$ cat config.mk
export PLATFORM = sky130hd
export DESIGN_NAME = wb_commit_unit
export DESIGN_NICKNAME = d
export VERILOG_FILES = /design/src/rtl/wb_commit_unit.sv
export SDC_FILE = /design/constraint.sdc
export NUM_CORES = 1
export LEC_CHECK = 0
export CAP_MARGIN = 20
export CORE_AREA = 2 2 180 182
export DETAILED_ROUTE_END_ITERATION = 8
export DIE_AREA = 0 0 182 184
export GPL_TIMING_DRIVEN = 0
export PLACE_DENSITY = 0.64
export SLEW_MARGIN = 20
export SYNTH_ARGS = -nofsm -noshare
export SYNTH_HDL_FRONTEND = slang
export SYNTH_SLANG_ARGS = --single-unit
$ cat constraint.sdc
create_clock -name clk -period 3.3 [get_ports clk]
set_input_delay 0.33 -clock clk [delete_from_list [all_inputs] [get_ports clk]]
set_output_delay 0.33 -clock clk [all_outputs]
set_load 0.005 [all_outputs]
$ cat src/rtl/wb_commit_unit.sv
// Writeback/commit stage: latches the MEM->WB payload and retires it to the GPR/CSR files,
// dropping wrong-path instructions by epoch. Optional macro WB_INSTRET_EN adds a 64-bit retired counter.
module wb_commit_unit #(
    parameter int         XLEN           = 32,
    parameter int         EX_W           = 6,
    parameter logic [5:0] EXT_ECODE_BASE = 6'h10
) (
    input  logic            clk,
    input  logic            resetn,
    input  logic            in_valid,
    output logic            in_allow_in,
    input  logic [XLEN-1:0] in_pc,
    input  logic [31:0]     in_inst,
    input  logic            in_gr_we,
    input  logic [4:0]      in_dest,
    input  logic [XLEN-1:0] in_result,
    input  logic [EX_W-1:0] in_ex_type,
    input  logic            in_ertn,
    input  logic            in_csr_we,
    input  logic [13:0]     in_csr_num,
    input  logic [XLEN-1:0] in_csr_wmask,
    input  logic [XLEN-1:0] in_csr_wvalue,
    input  logic            in_epoch,
    input  logic            csr_busy,
    output logic            cur_epoch,
    output logic            rf_we,
    output logic [4:0]      rf_waddr,
    output logic [XLEN-1:0] rf_wdata,
    output logic            csr_we,
    output logic [13:0]     csr_num,
    output logic [XLEN-1:0] csr_wmask,
    output logic [XLEN-1:0] csr_wvalue,
    output logic            wb_ex,
    output logic [5:0]      wb_ecode,
    output logic [8:0]      wb_esubcode,
    output logic [XLEN-1:0] wb_pc,
    output logic [XLEN-1:0] wb_badvaddr,
    output logic            ertn_flush,
    output logic [XLEN-1:0] debug_wb_pc,
    output logic [3:0]      debug_wb_rf_we,
    output logic [4:0]      debug_wb_rf_wnum,
    output logic [XLEN-1:0] debug_wb_rf_wdata
`ifdef WB_INSTRET_EN
    ,
    output logic [63:0]     instret
`endif
);

    localparam logic [5:0] ECODE_INT  = 6'h00;
    localparam logic [5:0] ECODE_ADEF = 6'h08;
    localparam logic [5:0] ECODE_ALE  = 6'h09;
    localparam logic [5:0] ECODE_SYS  = 6'h0B;
    localparam logic [5:0] ECODE_BRK  = 6'h0C;
    localparam logic [5:0] ECODE_INE  = 6'h0D;

    logic            wb_valid;
    logic            stamp;
    logic            epoch_q;
    logic [XLEN-1:0] pc_q;
    logic            gr_we_q;
    logic [4:0]      dest_q;
    logic [XLEN-1:0] result_q;
    logic [EX_W-1:0] ex_q;
    logic            ertn_q;
    logic            csr_we_q;
    logic [13:0]     csr_num_q;
    logic [XLEN-1:0] csr_wmask_q;
    logic [XLEN-1:0] csr_wvalue_q;

    logic live, ex_any, ready_go, commit;
    logic [5:0] ecode;

    // The instruction word is carried for tracing upstream only; nothing here decodes it.
    logic unused_inst;
    assign unused_inst = ^in_inst;

    // Handshake: a payload transfers on any edge where in_valid & in_allow_in; WB holds its
    // payload only while a live, non-excepting CSR write waits on csr_busy. Stale-epoch
    // instructions never stall, so they drain without a strobe.
    assign live        = wb_valid & (stamp == epoch_q);
    assign ex_any      = |ex_q;
    assign ready_go    = ~(live & csr_we_q & csr_busy & ~ex_any);
    assign in_allow_in = ~wb_valid | ready_go;
    assign commit      = live & ready_go;

    assign wb_ex       = commit & ex_any;
    assign ertn_flush  = commit & ertn_q & ~ex_any;
    assign rf_we       = commit & gr_we_q & ~ex_any & ~ertn_q;
    assign csr_we      = commit & csr_we_q & ~ex_any;

    // Assignments run lowest to highest priority so the last match wins.
    always_comb begin
        ecode = 6'h00;
        for (int k = EX_W - 1; k >= 6; k--) begin
            if (ex_q[k]) ecode = EXT_ECODE_BASE + 6'(k - 6);
        end
        if (ex_q[2]) ecode = ECODE_ALE;
        if (ex_q[3]) ecode = ECODE_BRK;
        if (ex_q[0]) ecode = ECODE_SYS;
        if (ex_q[4]) ecode = ECODE_INE;
        if (ex_q[1]) ecode = ECODE_ADEF;
        if (ex_q[5]) ecode = ECODE_INT;
    end

    assign wb_ecode    = ecode;
    assign wb_esubcode = 9'h000;
    assign wb_pc       = pc_q;
    assign wb_badvaddr = (ex_q[1] & ~ex_q[5]) ? pc_q : result_q;
    assign cur_epoch   = epoch_q;

    assign rf_waddr    = dest_q;
    assign rf_wdata    = result_q;
    assign csr_num     = csr_num_q;
    assign csr_wmask   = csr_wmask_q;
    assign csr_wvalue  = csr_wvalue_q;

    assign debug_wb_pc       = pc_q;
    assign debug_wb_rf_we    = {4{rf_we}};
    assign debug_wb_rf_wnum  = dest_q;
    assign debug_wb_rf_wdata = result_q;

    always_ff @(posedge clk or negedge resetn) begin
        if (!resetn) begin
            wb_valid     <= 1'b0;
            stamp        <= 1'b0;
            epoch_q      <= 1'b0;
            pc_q         <= '0;
            gr_we_q      <= 1'b0;
            dest_q       <= '0;
            result_q     <= '0;
            ex_q         <= '0;
            ertn_q       <= 1'b0;
            csr_we_q     <= 1'b0;
            csr_num_q    <= '0;
            csr_wmask_q  <= '0;
            csr_wvalue_q <= '0;
        end else begin
            if (wb_ex | ertn_flush) epoch_q <= ~epoch_q;
            if (in_allow_in) wb_valid <= in_valid;
            if (in_valid & in_allow_in) begin
                stamp        <= in_epoch;
                pc_q         <= in_pc;
                gr_we_q      <= in_gr_we;
                dest_q       <= in_dest;
                result_q     <= in_result;
                ex_q         <= in_ex_type;
                ertn_q       <= in_ertn;
                csr_we_q     <= in_csr_we;
                csr_num_q    <= in_csr_num;
                csr_wmask_q  <= in_csr_wmask;
                csr_wvalue_q <= in_csr_wvalue;
            end
        end
    end

`ifdef WB_INSTRET_EN
    always_ff @(posedge clk or negedge resetn) begin
        if (!resetn) instret <= 64'd0;
        else if (commit & ~ex_any) instret <= instret + 64'd1;
    end
`endif

endmodule
==> flow_metrics.tcl, run 1 <==
set metrics [dict create \
    wl_um 23400 \
    crit_end "wb_badvaddr[10]" \
    min_path_type "input port to asynchronous set/reset pin" \
    synth_area_sq_um 7110 \
    die_w_um 182 \
    nets 1128 \
    io_pins 466 \
    setup_slack_ns 0.253 \
    gp_congestion 0.744 \
    vias_per_cell 4.00 \
    utilization_pct 39.8 \
    clock_skew_ns 0.0107 \
    avgSynthCellArea_sq_um 14.7 \
    fin_crit_sh_pct 92.3 \
    setup_tns_ns 0 \
    cp_slowest_cell "clkdlybuf4s15_2" \
    irDropWorstVdd_uv 257 \
    grt_pass1_wl_um 35000 \
    h-tree-depth 4 \
    synth_cell_types 26 \
    grt_usage_pct 13.9 \
    area_growth_pct 75.9 \
    first_global_vias 5762 \
    pwr_density_cell_nw_per_um2 467 \
    min_period_ns 3.05 \
    vias 5394 \
    r2r-end "debug_wb_rf_wdata[7]" \
    drv_slew 0 \
    grt-ovfl-total 0 \
    grt_max_degree 87 \
    crit_chain "nand2b_1, clkbuf_1, clkdlybuf4s15_2, mux2_2, clkdlybuf4s50_1" \
    drive_above_1_share_pct 20.5 \
    synth_edf_count 0 \
    startpoint_type "flip-flop" \
    critical-path-max-stage-delay_ns 0.54 \
    antenna_found_initial 0 \
    crit_type "flip-flop to output port" \
    fill_cells 3052 \
    async_flop_share_pct 100 \
    diodes 0 \
    clkTransAtPathRegs_ns 0.07 \
    synth_warnings 0 \
    fin_cells 1349 \
    crit_arrival_ns 2.72 \
    dieArea_sq_um 33500 \
    cts_buffer_depth 2 \
    setup_violations 0 \
    firstDrtPassIters 4 \
    status "finished clean" \
    worstMarginPinSlew_ns 0.657 \
    clock_latency_ns 0.43 \
    cp.required_ns 2.97 \
    netlist_instances 482 \
    initial_core_util_pct 22.6 \
    slew_headroom_pct 56.2 \
    numCtsBuffers 17 \
    ys_seq_elements 159 \
    pre_cts_ws_ns 0.409 \
    hold_viol_final 0 \
    r2r_slack_ns 0.96 \
    row_count 65 \
    cts_tree "done" \
    wl_per_cell_um 17.3 \
    placed_cells 1317 \
    crit_fanout 10 \
    max_freq_mhz 328 \
    io_buffers 422 \
    coreArea_sq_um 31400 \
    dp_hpwl_um 17900 \
    clock-sinks 159 \
    seq_area_frac_synth_pct 56.0 \
    die_h_um 184 \
    drv_cap 0 \
    synthFlopType "dfrtp_1" \
    p_leak_nw 5.18 \
    postCtsSetupBuffers 0 \
    crit_start "ex_q[5]" \
    drt_iter0_drc 101 \
    r2r_start "ex_q[0]" \
    antenna_left 0 \
    endpoint_kind "output port" \
    rsz0062_at_grt "no" \
    r2r_cells 6 \
    route.detailed.drc 0 \
    cts_root_buf "clkbuf_16" \
]
[report_power, final]
group	total, mW	switching, mW	internal (mW)
sequential	2.32	0.173	2.15
combinational	1.51	0.452	1.06
clock	2.00	0.885	1.12
[metal layers]
layer	share of wire, %	GRT usage [%]	vias up
met5	0	0	-
li1	-	-	2484
met1	41	16.3	2640
met3	7.2	4.73	12
met4	1.3	3.97	0
met2	50	24.2	258
[synthesized netlist by cell type (2+ instances only)]
cell type / n / area share, %
buf_6: 14 / 2.2
buf_4: 85 / 9.0
buf_1: 3 / 0.16
nand2b_1: 2 / 0.18
a21oi_1: 2 / 0.14
dfrtp_1: 159 / 56
and2_1: 3 / 0.26
buf_2: 2 / 0.14
inv_1: 2 / 0.11
mux2_2: 59 / 9.3
mux2_1: 130 / 21
nand2_1: 3 / 0.16
nor3_1: 4 / 0.28
nor2_1: 2 / 0.11
[how the worst min path moves through the flow]
stage | startpoint | to | slack, ns | cells after the start
2_1_floorplan | resetn | csr_num[0] | 0.03 | 0
3_3_place_gp | csr_wvalue[29] | csr_wvalue[29] | 0.47 | 1
3_5_place_dp | resetn | csr_wmask[7] | 0.34 | 1
4_1_cts | resetn | csr_wmask[7] | 0.46 | 2
5_1_grt | in_csr_wvalue[24] | csr_wvalue[24] | 0.46 | 2
6_report | resetn | csr_wmask[7] | 0.45 | 2
[worst max-delay path: cells and delay by family (launching register included)]
kind                   cells  cell delay, ns
multiplexers               1            0.41
flip-flops                 1            0.43
AND/OR/NAND/NOR            1            0.13
buffers and inverters      3            1.32
[metrics by stage]
step	power [mW]	cell area, sq um	hold WS, ns
detailed placement	3.89	11900	0.343
global route	6.16	12500	0.462
floorplan	2.82	7150	0.0344
CTS	5.96	12500	0.463
global placement	3.87	11900	0.472
finish	5.84	12500	0.446
[logic make-up after synthesis]
logic type,count (synthesis),share of synthesized area [%]
AND/OR/NAND/NOR,19,1.51
buffers and inverters,107,11.7
flip-flops,159,56.0
other,1,0.0528
XOR/XNOR,2,0.246
multiplexers,189,29.9
AO/OA/AOI/OAI,5,0.616
[cells in the final DEF (no fill, tap or decap), types with 2 or more instances in the layout]
cell,count
clkdlybuf4s50_1,421
dfrtp_1,159
mux2_1,130
buf_4,85
mux2_2,59
clkbuf_16,17
buf_6,14
conb_1,11
clkinvlp_4,5
nor3_1,4
and2_1,3
clkbuf_1,3
nand2_1,3
inv_6,3
inv_1,2
a21oi_1,2
nand2b_1,2
clkdlybuf4s15_2,2
nor2_1,2
buf_2,2
bufinv_16,2
[repair_timing]
action,CTS,global route
gates resized for setup,4,0
hold buffers,1,0
endpoints found under the hold margin,73,0
endpoints found under the setup margin,11,0
[flip-flops by register name, indices dropped and copies added (netlist names), 5 cells and up]
signal	count
debug_wb_pc	32
ex_q	6
csr_wmask	32
debug_wb_rf_wdata	32
csr_num	14
csr_wvalue	32
debug_wb_rf_wnum	5
[cell type report]
cell class | count | area (sq um) | area share, %
Timing Repair Buffer | 424 | 4270 | 34.1
Sequential cell | 159 | 3980 | 31.8
Multi-Input combinational cell | 226 | 2340 | 18.7
Buffer | 105 | 836 | 6.69
Tap cell | 402 | 503 | 4.02
Clock buffer | 19 | 433 | 3.46
Clock inverter | 12 | 138 | 1.10
Inverter | 2 | 7.51 | 0.0601
No activity file was read; power rests on OpenSTA's default activity.
==> run 2, diff against run 1 <==
- ABC_AREA: unset -> 1
- CORE_AREA: 2 2 180 182 -> 2 2 182 184
- DIE_AREA: 0 0 182 184 -> 0 0 184 186
==> run 2 against run 1 <==
Net effect: worst hold slack gained 0.0063 ns; synthesized cell count increased by 76%; routed wire length is 25% higher; critical path depth increased by 2; register-to-register slack better by 0.36 ns; highest routed layer unchanged.
==> flow_metrics.tcl, run 2 <==
set metrics [dict create \
    status "finished clean" \
    fill_cells 3244 \
    synth_top_area_cell "dfrtp_1" \
    crit_fanout 5 \
    max_freq_mhz 329 \
    antenna_found_initial 0 \
    worstMarginPinSlew_ns 0.868 \
    h-tree-depth 4 \
    synthFlopType "dfrtp_1" \
    fin_crit_sh_pct 92.0 \
    crit_start "ex_q[2]" \
    setup_violations 0 \
    layout.cells.most_common "clkdlybuf4s50_1" \
    synth_top_cell_area_share_pct 53.3 \
    coreArea_sq_um 32200 \
    die_w_um 184 \
    whs_ns 0.452 \
    critical-path-max-stage-delay_ns 0.66 \
    avgSynthCellArea_sq_um 8.81 \
    grt_usage_pct 16.8 \
    netlist_instances 848 \
    drt_iter0_drc 361 \
    gp_congestion 0.850 \
    synth_cell_types 19 \
    clock_latency_ns 0.43 \
    drv_cap 0 \
    grt-ovfl-total 0 \
    r2r_slack_ns 1.32 \
    numCtsBuffers 17 \
    first_global_vias 7171 \
    diodes 0 \
    synth_warnings 0 \
    postCtsSetupBuffers 0 \
    synth.most_common_cell "nand2_1" \
    layout_common_cells "clkdlybuf4s50_1, nand2_1, dfrtp_1, nand3_1, buf_4" \
    cts_resized 0 \
    clock_skew_ns 0.00904 \
    initial_core_util_pct 23.2 \
    seq_area_frac_synth_pct 53.3 \
    p_switching_mw 1.61 \
    die_h_um 186 \
    ys_seq_elements 159 \
    cp.required_ns 2.97 \
    async_flop_share_pct 100 \
    route.detailed.drc 0 \
    wl_um 29100 \
    synth_area_sq_um 7470 \
    irDropWorstVdd_uv 321 \
    io_buffers 421 \
    grt_max_degree 84 \
    vias 7318 \
    cts_tree "done" \
    min_period_ns 3.04 \
    clock-sinks 159 \
    swShare_pct 27.0 \
    firstDrtPassIters 4 \
    vias_per_cell 4.25 \
    area_growth_pct 72.8 \
    synth.top_cells.by_count "nand2_1, dfrtp_1, nand3_1" \
    cts_hold_buffers 1 \
    startpoint_type "flip-flop" \
    antenna_left 0 \
    clkPwrFrac_pct 36.5 \
    cp_slowest_cell "nor4_1" \
    share_seq_of_total_power_pct 38.7 \
    setup_tns_ns 0 \
    synth_edf_count 0 \
    clkTransAtPathRegs_ns 0.07 \
    row_count 66 \
    crit_chain "nor2_1, nand2_1, nor2_2, inv_1, nor4_1, buf_4, clkdlybuf4s50_1" \
    nets 1493 \
    r2r_start "ex_q[2]" \
    drive_above_1_share_pct 14.3 \
    hold_viol_final 0 \
    pwr_density_cell_nw_per_um2 461 \
    pre_cts_ws_ns 0.530 \
    slew_headroom_pct 42.1 \
    power.internal_mw 4.34 \
    drv_slew 0 \
    pwr-share-comb_pct 24.8 \
    crit_type "flip-flop to output port" \
    dieArea_sq_um 34200 \
    min_path_type "input port to asynchronous set/reset pin" \
    rsz0062_at_grt "no" \
    dp_hpwl_um 22300 \
    wl_per_cell_um 16.9 \
    yosys-top-cells-area "dfrtp_1, nand2_1, nand3_1, buf_4, mux2_2" \
    p_total_mw 5.95 \
    p_leak_nw 6.12 \
    setup_slack_ns 0.264 \
    cts_root_buf "clkbuf_16" \
    cts_buffer_depth 2 \
    endpoint_kind "output port" \
    io_pins 466 \
    grt_pass1_wl_um 43200 \
    crit_arrival_ns 2.71 \
]
## run 2: cell count changes after synthesis, sizes merged, moves of 13 or more
cell	change
nand2	+327
buf	+17
mux2	-157
inv	+13
clkbuf	+17
nand3	+159
## run 2: final cells by class
type,count,area (sq um),share of cell area [%]
clock inverters,13,178,1.38
inverters,15,56.3,0.436
clock buffers,19,453,3.51
well taps,408,510,3.96
multi-input cells,545,2510,19.5
repair buffers,423,4260,33.0
plain buffers,139,958,7.43
flip-flops and latches,159,3980,30.8
## run 2: kinds of logic after synthesis
group                  share of synthesized area [%]
AO/OA/AOI/OAI                                  0.201
buffers and inverters                           13.6
flip-flops                                      53.3
multiplexers                                    4.82
other                                         0.0502
AND/OR/NAND/NOR                                 28.1
## run 2: layer usage
| layer | vias to the layer above | global-route usage [%] | wire [um] |
|---|---|---|---|
| met4 | 0 | 5.50 | 577 |
| met5 | - | 0 | 0 |
| li1 | 3530 | - | - |
| met1 | 3445 | 20.6 | 12000 |
| met2 | 318 | 28.1 | 14200 |
| met3 | 25 | 5.15 | 2350 |
## run 2: final timing paths
kind | to | depth (start not counted)
setup / recovery | debug_wb_rf_we[1] | 7
hold / removal | csr_wvalue[31] | 2
setup reg to reg | debug_wb_rf_wdata[5] | 8
hold reg to reg | csr_num[11] | 2
max in group asynchronous | csr_wvalue[24] | 3
min in group clk | csr_wmask[28] | 3
## run 2: critical path, delay by kind of cell, from the launching register on
kind                   cells  cell delay [ns]
buffers and inverters      3             0.82
flip-flops                 1             0.41
AND/OR/NAND/NOR            4             1.06
## run 2: power groups by stage
stage / combinational, mW / clock [mW] / sequential [mW]
global placement: 1.48 / 0 / 2.33
finish: 1.48 / 2.17 / 2.30
CTS: 1.50 / 2.25 / 2.30
floorplan: 0.493 / 0 / 2.31
detailed placement: 1.49 / 0 / 2.33
global route: 1.61 / 2.32 / 2.33
## run 2: through the flow
stage	utilization, %	area (sq um)	instances
finish	40.1	12900	1721
global placement	38.0	12200	1687
floorplan	-	7510	858
detailed placement	38.1	12300	1688
CTS	40.1	12900	1721
global route	40.1	12900	1721
==> run 3, diff against run 2 <==
- CTS_CLUSTER_DIAMETER: unset -> 50
- SKIP_CTS_REPAIR_TIMING: unset -> 1
==> run 3 against run 2 <==
Net effect: sequential cell count did not move; critical path depth unchanged; combinational power about the same; sequential power about the same; die area unchanged; critical path type unchanged; worst hold slack stayed put; clock power barely moved; global-route usage barely moved.
==> flow_metrics.tcl, run 3 (same netlist as run 2, synthesis figures left out) <==
set metrics [dict create \
    coreArea_sq_um 32200 \
    area_growth_pct 72.8 \
    crit_type "flip-flop to output port" \
    layout.cells.most_common "clkdlybuf4s50_1" \
    hold_end "csr_wmask[28]" \
    pwr_density_cell_nw_per_um2 461 \
    cts_tree "done" \
    drive_above_1_share_pct 14.3 \
    r2r-end "debug_wb_rf_wdata[5]" \
    dieArea_sq_um 34200 \
    cts_root_buf "clkbuf_16" \
    clock-sinks 159 \
    clkTransAtPathRegs_ns 0.07 \
    p_leak_nw 6.12 \
    top_usage_layer "met2" \
    min_period_ns 3.04 \
    drv_cap 0 \
    dp_hpwl_um 22300 \
    stdcell_area_sq_um 12900 \
    drv_slew 0 \
    nets 1493 \
    critical-path-max-stage-delay_ns 0.66 \
    hold_viol_final 0 \
    cp.required_ns 2.97 \
    vias 7318 \
    cts_buffer_depth 2 \
    grt_use_met3_pct 5.17 \
    cp_slowest_cell "nor4_1" \
    status "finished clean" \
    grt-ovfl-total 0 \
    vias_per_cell 4.25 \
    crit_arrival_ns 2.71 \
    crit_buf_inv 3 \
    worstMarginPinSlew_ns 0.868 \
    gp_congestion 0.850 \
    initial_core_util_pct 23.2 \
    r2r_cells 8 \
    die_w_um 184 \
    clock_skew_ns 0.00904 \
    use_met2_pct 28.1 \
    max_freq_mhz 329 \
    endpoint_kind "output port" \
    critical_path.top_delay_family "simple AND/OR/NAND/NOR gates" \
    irDropWorstVdd_uv 321 \
    drt_iter0_drc 361 \
    firstDrtPassIters 4 \
    utilization_pct 40.1 \
    io_buffers 421 \
    crit_fanout 5 \
    wl_per_cell_um 16.9 \
    h-tree-depth 4 \
    whs_ns 0.452 \
    die_h_um 186 \
    clock_latency_ns 0.43 \
    setup_tns_ns 0 \
    antenna_left 0 \
    numCtsBuffers 17 \
    antenna_found_initial 0 \
    min_path_type "input port to flip-flop" \
    layout_common_cells "clkdlybuf4s50_1, nand2_1, dfrtp_1, nand3_1, buf_4" \
    diodes 0 \
    grt_usage_pct 16.8 \
    grt_max_degree 84 \
    row_count 66 \
    use_met1_pct 20.6 \
    worstHoldPathCells 3 \
    io_pins 466 \
    grt_pass1_wl_um 43200 \
    startpoint_type "flip-flop" \
    fin_crit_sh_pct 92.0 \
    r2r_slack_ns 1.32 \
    wl_um 29100 \
    rsz0062_at_grt "no" \
    route.detailed.drc 0 \
    crit_chain "nor2_1, nand2_1, nor2_2, inv_1, nor4_1, buf_4, clkdlybuf4s50_1" \
    r2r_start "ex_q[2]" \
    setup_violations 0 \
    first_global_vias 7170 \
    placement.cell_area_sq_um 12300 \
    slew_headroom_pct 42.1 \
    min-delay-start "in_csr_wmask[28]" \
]
## run 3: worst max-delay path by stage
| stage | from | endpoint | slack, ns | depth (start not counted) |
|---|---|---|---|---|
| after floorplan | ex_q[3] | debug_wb_rf_we[0] | 1.44 | 6 |
| after global placement | resetn | csr_wmask[0] | -4.97 | 1 |
| after detailed placement | csr_busy | in_allow_in | 0.53 | 6 |
| after CTS | ex_q[2] | debug_wb_rf_we[1] | 0.24 | 7 |
| after global routing | ex_q[5] | debug_wb_rf_we[0] | 0.11 | 7 |
| final | ex_q[2] | debug_wb_rf_we[1] | 0.26 | 7 |
## run 3: worst reg2reg max path, delay by kind of cell, from the launching register on
kind	cells	cell delay, ns
buf+inv	2	0.60
flops	1	0.41
simple gates	6	0.87
## run 3: power by group
part	total (mW)	switching, mW	internal, mW	leakage (nW)
logic	1.48	0.521	0.956	3.88
clock network	2.17	0.920	1.25	0.303
registers	2.30	0.168	2.13	1.94
## run 3: final cells by class
class	instances	area (sq um)
buffer	139	958
clock buffer	19	453
clock inverter	13	178
fill	3242	19300
inverter	15	56.3
multi-input combinational	545	2510
sequential	159	3980
tap	408	510
timing repair buffer	423	4260
## run 3: stage by stage
step | setup slack [ns] | cells | power (mW)
after floorplan | 1.44 | 858 | 2.80
after global placement | -4.97 | 1687 | 3.81
after detailed placement | 0.530 | 1688 | 3.83
after CTS | 0.243 | 1720 | 6.05
after global routing | 0.112 | 1721 | 6.26
final | 0.264 | 1721 | 5.95
## run 3: per-layer routing
layer	part of all wire [%]	wire [um]
met1	41	12000
met2	49	14200
met3	8.1	2350
met4	2.0	577
met5	0	0
